File: src/rtl/seg_pkg.sv
// Shared constants, digit-index type and BCD-to-7-segment decoder for the display mux.
package seg_pkg;
  localparam logic [7:0] SEG_OFF  = 8'hFF;
  localparam logic [7:0] SEG_DASH = 8'hBF;

  typedef logic [1:0] digit_idx_t;

  // Active-low cathodes; bit0 = a .. bit6 = g, bit7 = dp (always off).
  function automatic logic [7:0] bcd_to_seg(input logic [3:0] bcd);
    case (bcd)
      4'd0:    return 8'hC0;
      4'd1:    return 8'hF9;
      4'd2:    return 8'hA4;
      4'd3:    return 8'hB0;
      4'd4:    return 8'h99;
      4'd5:    return 8'h92;
      4'd6:    return 8'h82;
      4'd7:    return 8'hF8;
      4'd8:    return 8'h80;
      4'd9:    return 8'h90;
      default: return SEG_DASH;
    endcase
  endfunction
endpackage

File: src/rtl/seg_display_mux_if.sv
// Digit-word load handshake between the producer (master) and the display mux (slave).
interface seg_display_mux_if;
  logic        load_valid;
  logic [15:0] load_data;
  logic        load_ready;

  modport master (output load_valid, load_data, input load_ready);
  modport slave  (input load_valid, load_data, output load_ready);
endinterface

File: src/rtl/seg_refresh_tick.sv
// Free-running divider: o_tick is high for the one cycle in which the count wraps.
module seg_refresh_tick #(
  parameter int DIV = 100000
) (
  input  logic i_clk,
  input  logic i_rst_n,
  output logic o_tick
);
  localparam int CW = (DIV > 1) ? $clog2(DIV) : 1;

  logic [CW-1:0] r_cnt;

  assign o_tick = (r_cnt == CW'(DIV - 1));

  always_ff @(posedge i_clk or negedge i_rst_n) begin
    if (!i_rst_n) r_cnt <= '0;
    else          r_cnt <= o_tick ? '0 : r_cnt + CW'(1);
  end
endmodule

File: src/rtl/seg_display_mux.sv
// Four-digit multiplexed 7-segment driver with frame-synchronous digit loads and
// leading-zero blanking. Define SEG_BLINK_EN to add the doneCounting blink feature.
module seg_display_mux
  import seg_pkg::*;
#(
  parameter int REFRESH_DIV   = 100000,
  parameter int BLINK_HALF    = 25000000,
  parameter int BLINK_TOGGLES = 6
) (
  input  logic             Clk100M,
  input  logic             Rst_n,
  seg_display_mux_if.slave ld,
  input  logic             doneCounting,
  output logic [7:0]       seg,
  output logic [3:0]       an
);
  logic        w_tick, w_frame, w_xfer, w_off, w_blank;
  digit_idx_t  r_idx, w_idx_nxt;
  logic [15:0] r_active, r_shadow, w_active_nxt;
  logic        r_pending;
  logic [3:0]  w_dig, w_an_nxt, r_an;
  logic [7:0]  w_seg_nxt, r_seg;

  seg_refresh_tick #(.DIV(REFRESH_DIV)) u_tick (
    .i_clk   (Clk100M),
    .i_rst_n (Rst_n),
    .o_tick  (w_tick)
  );

  assign w_frame       = w_tick && (r_idx == 2'd3);
  assign ld.load_ready = !r_pending;
  assign w_xfer        = ld.load_valid && !r_pending;
  assign w_idx_nxt     = w_tick ? r_idx + 2'd1 : r_idx;
  // The shadow word only reaches the scan at a frame boundary, never mid-frame.
  assign w_active_nxt  = (w_frame && r_pending) ? r_shadow : r_active;

  always_ff @(posedge Clk100M or negedge Rst_n) begin
    if (!Rst_n) begin
      r_idx     <= '0;
      r_active  <= '0;
      r_shadow  <= '0;
      r_pending <= 1'b0;
    end else begin
      r_idx    <= w_idx_nxt;
      r_active <= w_active_nxt;
      if (w_xfer) begin
        r_shadow  <= ld.load_data;
        r_pending <= 1'b1;
      end else if (w_frame) begin
        r_pending <= 1'b0;
      end
    end
  end

`ifdef SEG_BLINK_EN
  localparam int HW = (BLINK_HALF > 1) ? $clog2(BLINK_HALF) : 1;
  localparam int LW = $clog2(BLINK_TOGGLES + 1);

  logic [HW-1:0] r_blink_tmr, w_tmr_nxt;
  logic [LW-1:0] r_blink_left, w_left_nxt;
  logic          r_blink_ph, w_ph_nxt;

  // A new pulse always restarts the sequence from an even (lit) half-period.
  always_comb begin
    w_tmr_nxt  = r_blink_tmr;
    w_left_nxt = r_blink_left;
    w_ph_nxt   = r_blink_ph;
    if (doneCounting) begin
      w_tmr_nxt  = '0;
      w_left_nxt = LW'(BLINK_TOGGLES);
      w_ph_nxt   = 1'b0;
    end else if (r_blink_left != '0) begin
      if (r_blink_tmr == HW'(BLINK_HALF - 1)) begin
        w_tmr_nxt  = '0;
        w_left_nxt = r_blink_left - LW'(1);
        w_ph_nxt   = ~r_blink_ph;
      end else begin
        w_tmr_nxt  = r_blink_tmr + HW'(1);
      end
    end
  end

  always_ff @(posedge Clk100M or negedge Rst_n) begin
    if (!Rst_n) begin
      r_blink_tmr  <= '0;
      r_blink_left <= '0;
      r_blink_ph   <= 1'b0;
    end else begin
      r_blink_tmr  <= w_tmr_nxt;
      r_blink_left <= w_left_nxt;
      r_blink_ph   <= w_ph_nxt;
    end
  end

  assign w_off = (w_left_nxt != '0) && w_ph_nxt;
`else
  logic w_unused_done;
  assign w_unused_done = doneCounting;
  assign w_off         = 1'b0;
`endif

  // Outputs are registered from next-state values so they track the index with no extra lag.
  always_comb begin
    w_dig = w_active_nxt[w_idx_nxt*4 +: 4];
    case (w_idx_nxt)
      2'd3:    w_blank = (w_active_nxt[15:12] == 4'd0);
      2'd2:    w_blank = (w_active_nxt[15:8]  == 8'd0);
      2'd1:    w_blank = (w_active_nxt[15:4]  == 12'd0);
      default: w_blank = 1'b0;
    endcase
    w_seg_nxt = bcd_to_seg(w_dig);
    w_an_nxt  = ~(4'b0001 << w_idx_nxt);
    if (w_blank || w_off) begin
      w_seg_nxt = SEG_OFF;
      w_an_nxt  = 4'hF;
    end
  end

  always_ff @(posedge Clk100M or negedge Rst_n) begin
    if (!Rst_n) begin
      r_seg <= SEG_OFF;
      r_an  <= 4'hF;
    end else begin
      r_seg <= w_seg_nxt;
      r_an  <= w_an_nxt;
    end
  end

  assign seg = r_seg;
  assign an  = r_an;
endmodule

File: src/flat_wrapper.sv
// flat-port wrapper written by rule: the top's interface ports become plain ports
module seg_display_mux_flat import seg_pkg::*;
#(
  parameter int REFRESH_DIV   = 100000,
  parameter int BLINK_HALF    = 25000000,
  parameter int BLINK_TOGGLES = 6
)
  (Clk100M, Rst_n, doneCounting, seg, an, ld_load_valid, ld_load_data, ld_load_ready);
  seg_display_mux_if ld_i ();
  input  logic Clk100M;
  input  logic Rst_n;
  input  logic doneCounting;
  output logic [7:0] seg;
  output logic [3:0] an;
  input wire logic [$bits(ld_i.load_valid)-1:0] ld_load_valid;
  input wire logic [$bits(ld_i.load_data)-1:0] ld_load_data;
  output wire logic [$bits(ld_i.load_ready)-1:0] ld_load_ready;
  assign ld_i.load_valid = ld_load_valid;
  assign ld_i.load_data = ld_load_data;
  assign ld_load_ready = ld_i.load_ready;
  seg_display_mux #(.REFRESH_DIV(REFRESH_DIV), .BLINK_HALF(BLINK_HALF), .BLINK_TOGGLES(BLINK_TOGGLES)) u_core (.Clk100M(Clk100M), .Rst_n(Rst_n), .ld(ld_i), .doneCounting(doneCounting), .seg(seg), .an(an));
endmodule
File: config.mk
export PLATFORM = sky130hd
export DESIGN_NAME = seg_display_mux_flat
export DESIGN_NICKNAME = d
export VERILOG_FILES = /design/src/rtl/seg_pkg.sv /design/src/rtl/seg_display_mux_if.sv /design/src/rtl/seg_refresh_tick.sv /design/src/rtl/seg_display_mux.sv /design/src/flat_wrapper.sv
export SDC_FILE = /design/constraint.sdc
export NUM_CORES = 1
export LEC_CHECK = 0
export BUFFER_PORTS_ARGS = -buffer_cell sky130_fd_sc_hd__buf_4
export CORE_MARGIN = 2
export CORE_UTILIZATION = 43
export CTS_CLUSTER_SIZE = 28
export DETAILED_ROUTE_END_ITERATION = 16
export PLACE_DENSITY = 0.73
export SLEW_MARGIN = 25
export SYNTH_ARGS = -nofsm -noshare
export SYNTH_HDL_FRONTEND = slang
export SYNTH_HIERARCHICAL = 1
export SYNTH_SLANG_ARGS = --single-unit
File: constraint.sdc
create_clock -name Clk100M -period 5.47 [get_ports Clk100M]
set_input_delay 0.2735 -clock Clk100M [delete_from_list [all_inputs] [get_ports Clk100M]]
set_output_delay 0.2735 -clock Clk100M [all_outputs]
set_load 0.005 [all_outputs]
==> results of run 1 <==
==> worst max-delay path by stage <==
stage	from	end	slack, ns	cells past startpoint
final	u_core/u_tick/r_cnt[11]	u_core/seg[4]	1.30	13
after detailed placement	u_core/u_tick/r_cnt[11]	u_core/seg[4]	1.39	13
after global placement	u_core/u_tick/r_cnt[11]	u_core/seg[4]	1.44	13
after floorplan	u_core/u_tick/r_cnt[11]	u_core/seg[4]	1.64	15
after CTS	u_core/u_tick/r_cnt[11]	u_core/seg[4]	1.38	13
after global routing	u_core/u_tick/r_cnt[11]	u_core/seg[4]	1.18	13
==> power by group through the flow <==
stage	sequential (W)	combinational, W	clock (W)
after floorplan	0.000496	0.0000161	0
after global placement	0.000500	0.0000348	0
after detailed placement	0.000500	0.0000360	0
after CTS	0.000492	0.0000360	0.000463
after global routing	0.000494	0.0000395	0.000486
final	0.000492	0.0000347	0.000449
==> Yosys cell counts (2+ instances only) <==
master / n / area [um2]
and3_1: 4 / 25.02
mux2i_1: 7 / 70.07
dfstp_2: 11 / 289.0
o211a_1: 2 / 20.02
nor2b_1: 2 / 12.51
nand4_1: 8 / 50.05
nand3_1: 8 / 40.04
o31ai_1: 4 / 30.03
nand2_1: 22 / 82.58
inv_1: 16 / 60.06
a211oi_1: 2 / 15.01
o21ai_0: 6 / 30.03
a2111oi_0: 2 / 17.52
clkbuf_1: 6 / 22.52
mux2_2: 16 / 180.2
nor3_1: 7 / 35.03
mux4_1: 2 / 52.55
inv_2: 2 / 7.510
o2111ai_1: 4 / 35.03
xor2_1: 5 / 43.79
a21oi_1: 8 / 40.04
xnor2_1: 9 / 78.83
ha_1: 7 / 87.58
buf_2: 2 / 10.01
or4_1: 3 / 22.52
dfrtp_1: 52 / 1301
nor4_1: 6 / 37.54
buf_4: 2 / 15.01
and4_1: 3 / 26.28
nor2_1: 13 / 48.80
mux4_2: 3 / 67.56
==> layout make-up <==
type                    count  area share (%)
well taps                  96           3.366
multi-input cells         169           37.17
repair buffers             32           6.732
flip-flops and latches     63           44.57
clock inverters             3           1.823
inverters                  18           1.893
clock buffers              13           4.453
==> per-layer routing <==
metal | routed length, um | vias up | global-route usage, % | share of wire (%)
li1 | - | 999 | - | -
met1 | 2459 | 1014 | 19.78 | 45
met2 | 2814 | 36 | 25.69 | 51
met3 | 197 | 6 | 5.749 | 3.6
met4 | 41 | 0 | 5.372 | 0.74
met5 | 0 | - | 0 | 0
==> state kept, by name, summed over array words and instances (netlist names) <==
name,flops
u_core/r_idx,2
u_core/r_shadow,16
u_core/r_active,16
u_core/an,4
u_core/r_pending,1
u_core/u_tick/r_cnt,17
u_core/seg,7
==> cell families after synthesis <==
family,Yosys count,share of synthesized area [%]
compound gates,33,7.525
fa+ha+maj,7,2.878
simple gates,83,15.13
xor+xnor,15,4.564
flops,63,52.26
mux,30,13.36
other cells,1,0.1232
buf+inv,29,4.153
==> metrics by stage <==
stage	util, %	total power [W]	instances
4_1_cts	52.23	0.0009913	394
5_1_grt	52.23	0.001020	394
2_1_floorplan	-	0.0005122	261
3_3_place_gp	48.96	0.0005347	378
6_report	52.23	0.0009758	394
3_5_place_dp	48.96	0.0005365	378
==> results.yml, run 1 <==
power:
  ir_drop_v: 0.0002004
  p_comb_share_pct: 3.6
  power_density_nw_per_um2: 273.5
  p_sw_w: 0.0001939
  cellLeakagePower_nw: 1.718
  seq_power_share_pct: 50.4
  p_int_w: 0.0007819
  p_clk_share_pct: 46.0
  p_sw_share_pct: 19.87
setup_path:
  end_kind: "flop"
  start_kind: "flop"
  worstRegToRegCells: 13
  cpMaxStageDelayCell: "mux4_1"
  worstReg2RegStart: "u_core/u_tick/r_cnt[11]"
  worstSetupPathType: "reg2reg"
  critPathBufInv: 2
  required_ns: 5.71
  worstPathArrival_ns: 4.40
  r2r_end: "u_core/seg[4]"
  slowest_delay_ns: 0.54
  ff2ff_setup_slack_ns: 1.30
  crit_family: "simple AND/OR/NAND/NOR gates"
  critPathMaxFanout: 18
  path_cells: "or4_1 -> or4_4 -> nor4_4 -> buf_4 -> nand3_4 -> mux4_1 -> o211a_1 -> inv_1 -> ha_1 -> nand2b_1 -> a221oi_1 -> a2111oi_0 -> o21ai_1"
global_route:
  grt_max_degree: 64
  track_usage_pct: 15.85
  grt_pass1_wl_mm: 9.411
  antenna_found_initial: 0
  grt_pass1_vias: 2023
  grt_remaining_overflow: 0
timing:
  max-slew-margin-rel_pct: 46.17
  worstMarginPinSlew_ns: 0.8035
  setup_viol: 0
  finalClockSkew_ns: 0.005854
  fin_ws_ns: 1.305
  fin_crit_sh_pct: 76.15
  hold_viol: 0
  whs_ns: 0.00003703
  timing.final.max_slew_violations: 0
  rsz0062_at_grt: "no"
  post-route-min-period_ns: 4.165
  fmax_mhz: 240.1
  finalSetupTns_ns: 0
layout:
  n_fill_cell: 623
  syn2layout_area_growth_pct: 17.27
  layout-drive-gt1-share_pct: 28.86
  antennaDiodeCount: 0
  layout_common_cells: "dfrtp_1, buf_4, nand2_1, inv_1, mux2_2"
  layout_commonest_cell: "dfrtp_1"
  final_area_um2: 3568
  seqCellArea_um2: 1590
  nNetsFinal: 320
  multi_input_area_um2: 1326
floorplan:
  rows: 30
  chipHeight_um: 88.12
  ios: 33
  core_um2: 6832
  die_w_um: 88.12
  start_util_pct: 44.54
  fp.dieArea_um2: 7765
clocking:
  cts_resized: 0
  cts_setup_buffers: 0
  numCtsBuffers: 9
  clk_path_buf_depth: 2
  path_clk_slew_ns: 0.06
  cts.sinks: 63
  cts_root_buffer: "clkbuf_8"
  ctsHoldBuffers: 0
  cts_tree: "built"
  htree_levels: 3
  clock_latency_ns: 0.33
route:
  routed_via_density: 5.216
  ant_nets: 0
  route.detailed.drc: 0
  dr.pass1.iters: 4
  wl_per_cell_um: 13.99
  drtIter0Drc: 72
  routed_wl_mm: 5.512
  dr_total_vias: 2055
logic_synthesis:
  synthDistinctLibCells: 48
  synth_fp_nets: 288
  ys.warnings.count: 6
  async_reset_ff_share_pct: 100.0
  syn_avg_cell_area_um2: 11.66
  synth_edf_count: 0
  syn-instance-count: 261
  ys_seq_area_share_pct: 52.26
  ys_seq_elements: 63
  ys.flop_type: "dfrtp_1"
  syn-cell-area_um2: 3043
run:
  cap_violations: 0
min_path:
  min-delay-path-class: "in2async"
placed_design:
  post-place-ws_ns: 1.395
  port_buffers: 30
  routabilityCongestion: 0.8057
  dp_hpwl_mm: 3.860
  placed_cell_area_um2: 3344
status:
  status: "finished, final reports clean"
No activity file was read; power rests on OpenSTA's default activity.
==> run 2: changes to the inputs <==
==> constraint.sdc (replaced) <==
create_clock -name Clk100M -period 4 [get_ports Clk100M]
set_input_delay 0.2 -clock Clk100M [delete_from_list [all_inputs] [get_ports Clk100M]]
set_output_delay 0.2 -clock Clk100M [all_outputs]
set_load 0.005 [all_outputs]
==> results.yml, run 2 (same netlist as run 1, synthesis figures left out) <==
status:
  status: "finished, final reports clean"
power:
  cellLeakagePower_nw: 1.724
  power_density_nw_per_um2: 335.7
  p_clk_share_pct: 40.2
  p_int_w: 0.0009125
  p_comb_share_pct: 4.0
  seq_power_share_pct: 55.8
  p_sw_w: 0.0002913
  ir_drop_v: 0.0002577
  p_sw_share_pct: 24.20
clocking:
  cts_tree: "built"
  clock_latency_ns: 0.34
  path_clk_slew_ns: 0.07
  numCtsBuffers: 9
  cts_root_buffer: "clkbuf_8"
  cts.sinks: 63
  clk_path_buf_depth: 2
  htree_levels: 3
layout:
  largest_register_ffs: 17
  nNetsFinal: 328
  layout_common_cells: "dfrtp_1, buf_4, nand2_1, inv_1, mux2_2"
  antennaDiodeCount: 0
  layout_commonest_cell: "dfrtp_1"
  utilization_pct: 52.49
  top_regs: "u_core/u_tick/r_cnt (17), u_core/r_active (16), u_core/r_shadow (16)"
  syn2layout_area_growth_pct: 17.85
  final_area_um2: 3586
  regMostFlops: "u_core/u_tick/r_cnt"
  layout-drive-gt1-share_pct: 30.72
placed_design:
  placed_cell_area_um2: 3390
  routabilityCongestion: 0.8454
  dp_hpwl_mm: 4.071
  port_buffers: 30
floorplan:
  chipHeight_um: 88.12
  rows: 30
  core_um2: 6832
  fp.dieArea_um2: 7765
  start_util_pct: 44.54
  ios: 33
  die_w_um: 88.12
global_route:
  grt_max_degree: 64
  grt_pass1_vias: 2089
  track_usage_pct: 16.28
  grt_remaining_overflow: 0
  grt_pass1_wl_mm: 9.597
  antenna_found_initial: 0
setup_path:
  end_kind: "flop"
  critPathMaxFanout: 12
  worstSetupPathType: "reg2reg"
  start_kind: "flop"
  worstPathArrival_ns: 4.12
  required_ns: 4.25
timing:
  max-slew-margin-rel_pct: 49.05
  finalClockSkew_ns: 0.009231
  fin_crit_sh_pct: 96.80
  hold_viol: 0
  worstMarginPinSlew_ns: 0.7643
  setup_viol: 0
  timing.final.max_slew_violations: 0
  post-route-min-period_ns: 3.872
  fmax_mhz: 258.3
route:
  dr.pass1.iters: 4
  routed_wl_mm: 5.712
  ant_nets: 0
  drtIter0Drc: 80
  dr_total_vias: 2101
  routed_via_density: 5.226
  wl_per_cell_um: 14.21
  route.detailed.drc: 0
run:
  cap_violations: 0
min_path:
  min-delay-path-class: "in2reg"
[run 2: cell type report]
| class | count | area [um2] |
|---|---|---|
| multi-input combinational | 169 | 1328 |
| fill | 648 | 3246 |
| timing repair buffer | 40 | 306.5 |
| sequential | 63 | 1590 |
| clock inverter | 6 | 46.29 |
| inverter | 18 | 67.56 |
| clock buffer | 10 | 127.6 |
| tap | 96 | 120.1 |
[run 2: through the flow]
stage | hold WS (ns) | TNS (ns) | worst slack [ns] | instances | total power (W)
global route | 0.06676 | -0.02427 | -0.02427 | 402 | 0.001256
detailed placement | 0.3354 | 0 | 0.1554 | 384 | 0.0007332
global placement | 0.3230 | 0 | 0.2086 | 384 | 0.0007309
floorplan | -0.09559 | 0 | 0.1728 | 261 | 0.0007004
finish | 0.08411 | 0 | 0.1282 | 402 | 0.001204
CTS | 0.06414 | 0 | 0.1387 | 401 | 0.001227
[run 2: worst paths after layout]
kind	depth (start not counted)	start	slack [ns]	end
max	14	u_core/u_tick/r_cnt[11]	0.13	u_core/seg[4]
max reg2reg	14	u_core/u_tick/r_cnt[11]	0.13	u_core/seg[4]
min reg2reg	1	u_core/u_tick/r_cnt[0]	0.48	u_core/u_tick/r_cnt[0]
min in group asynchronous	2	Rst_n	0.46	u_core/r_shadow[1]
min	2	ld_load_data[4]	0.08	u_core/r_shadow[4]
max in group asynchronous	2	Rst_n	3.02	u_core/r_active[15]
[run 2: layer usage]
| layer | vias to the layer above | share of wire [%] | global-route usage, % |
|---|---|---|---|
| li1 | 1013 | - | - |
| met5 | - | 0 | 0 |
| met2 | 55 | 50 | 27.07 |
| met4 | 0 | 2.0 | 6.198 |
| met3 | 14 | 4.3 | 5.278 |
| met1 | 1019 | 44 | 19.84 |
[run 2: worst max-delay path: stages (launching register included)]
cell,delay [ns]
dfrtp_1,0.43
or4_1,0.55
or4_4,0.44
nor4_4,0.17
buf_6,0.20
mux2i_4,0.24
inv_2,0.13
mux4_1,0.25
o211a_1,0.28
inv_1,0.12
ha_1,0.19
nand2b_1,0.11
a221oi_1,0.06
a2111oi_1,0.49
o21ai_1,0.11
[run 2: repair_timing]
| item | 4_1_cts | 5_1_grt |
|---|---|---|
| hold endpoints to repair | 52 | 0 |
| setup buffers | 0 | 1 |
| endpoints found under the setup margin | 0 | 1 |
| resized for setup | 0 | 2 |
| hold buffers | 1 | 0 |
[run 2: power by group through the flow]
stage | sequential (W) | combinational, W | clock, W
floorplan | 0.000678 | 0.0000220 | 0
global placement | 0.000683 | 0.0000474 | 0
detailed placement | 0.000684 | 0.0000492 | 0
CTS | 0.000672 | 0.0000501 | 0.000505
global route | 0.000674 | 0.0000543 | 0.000527
finish | 0.000672 | 0.0000481 | 0.000484
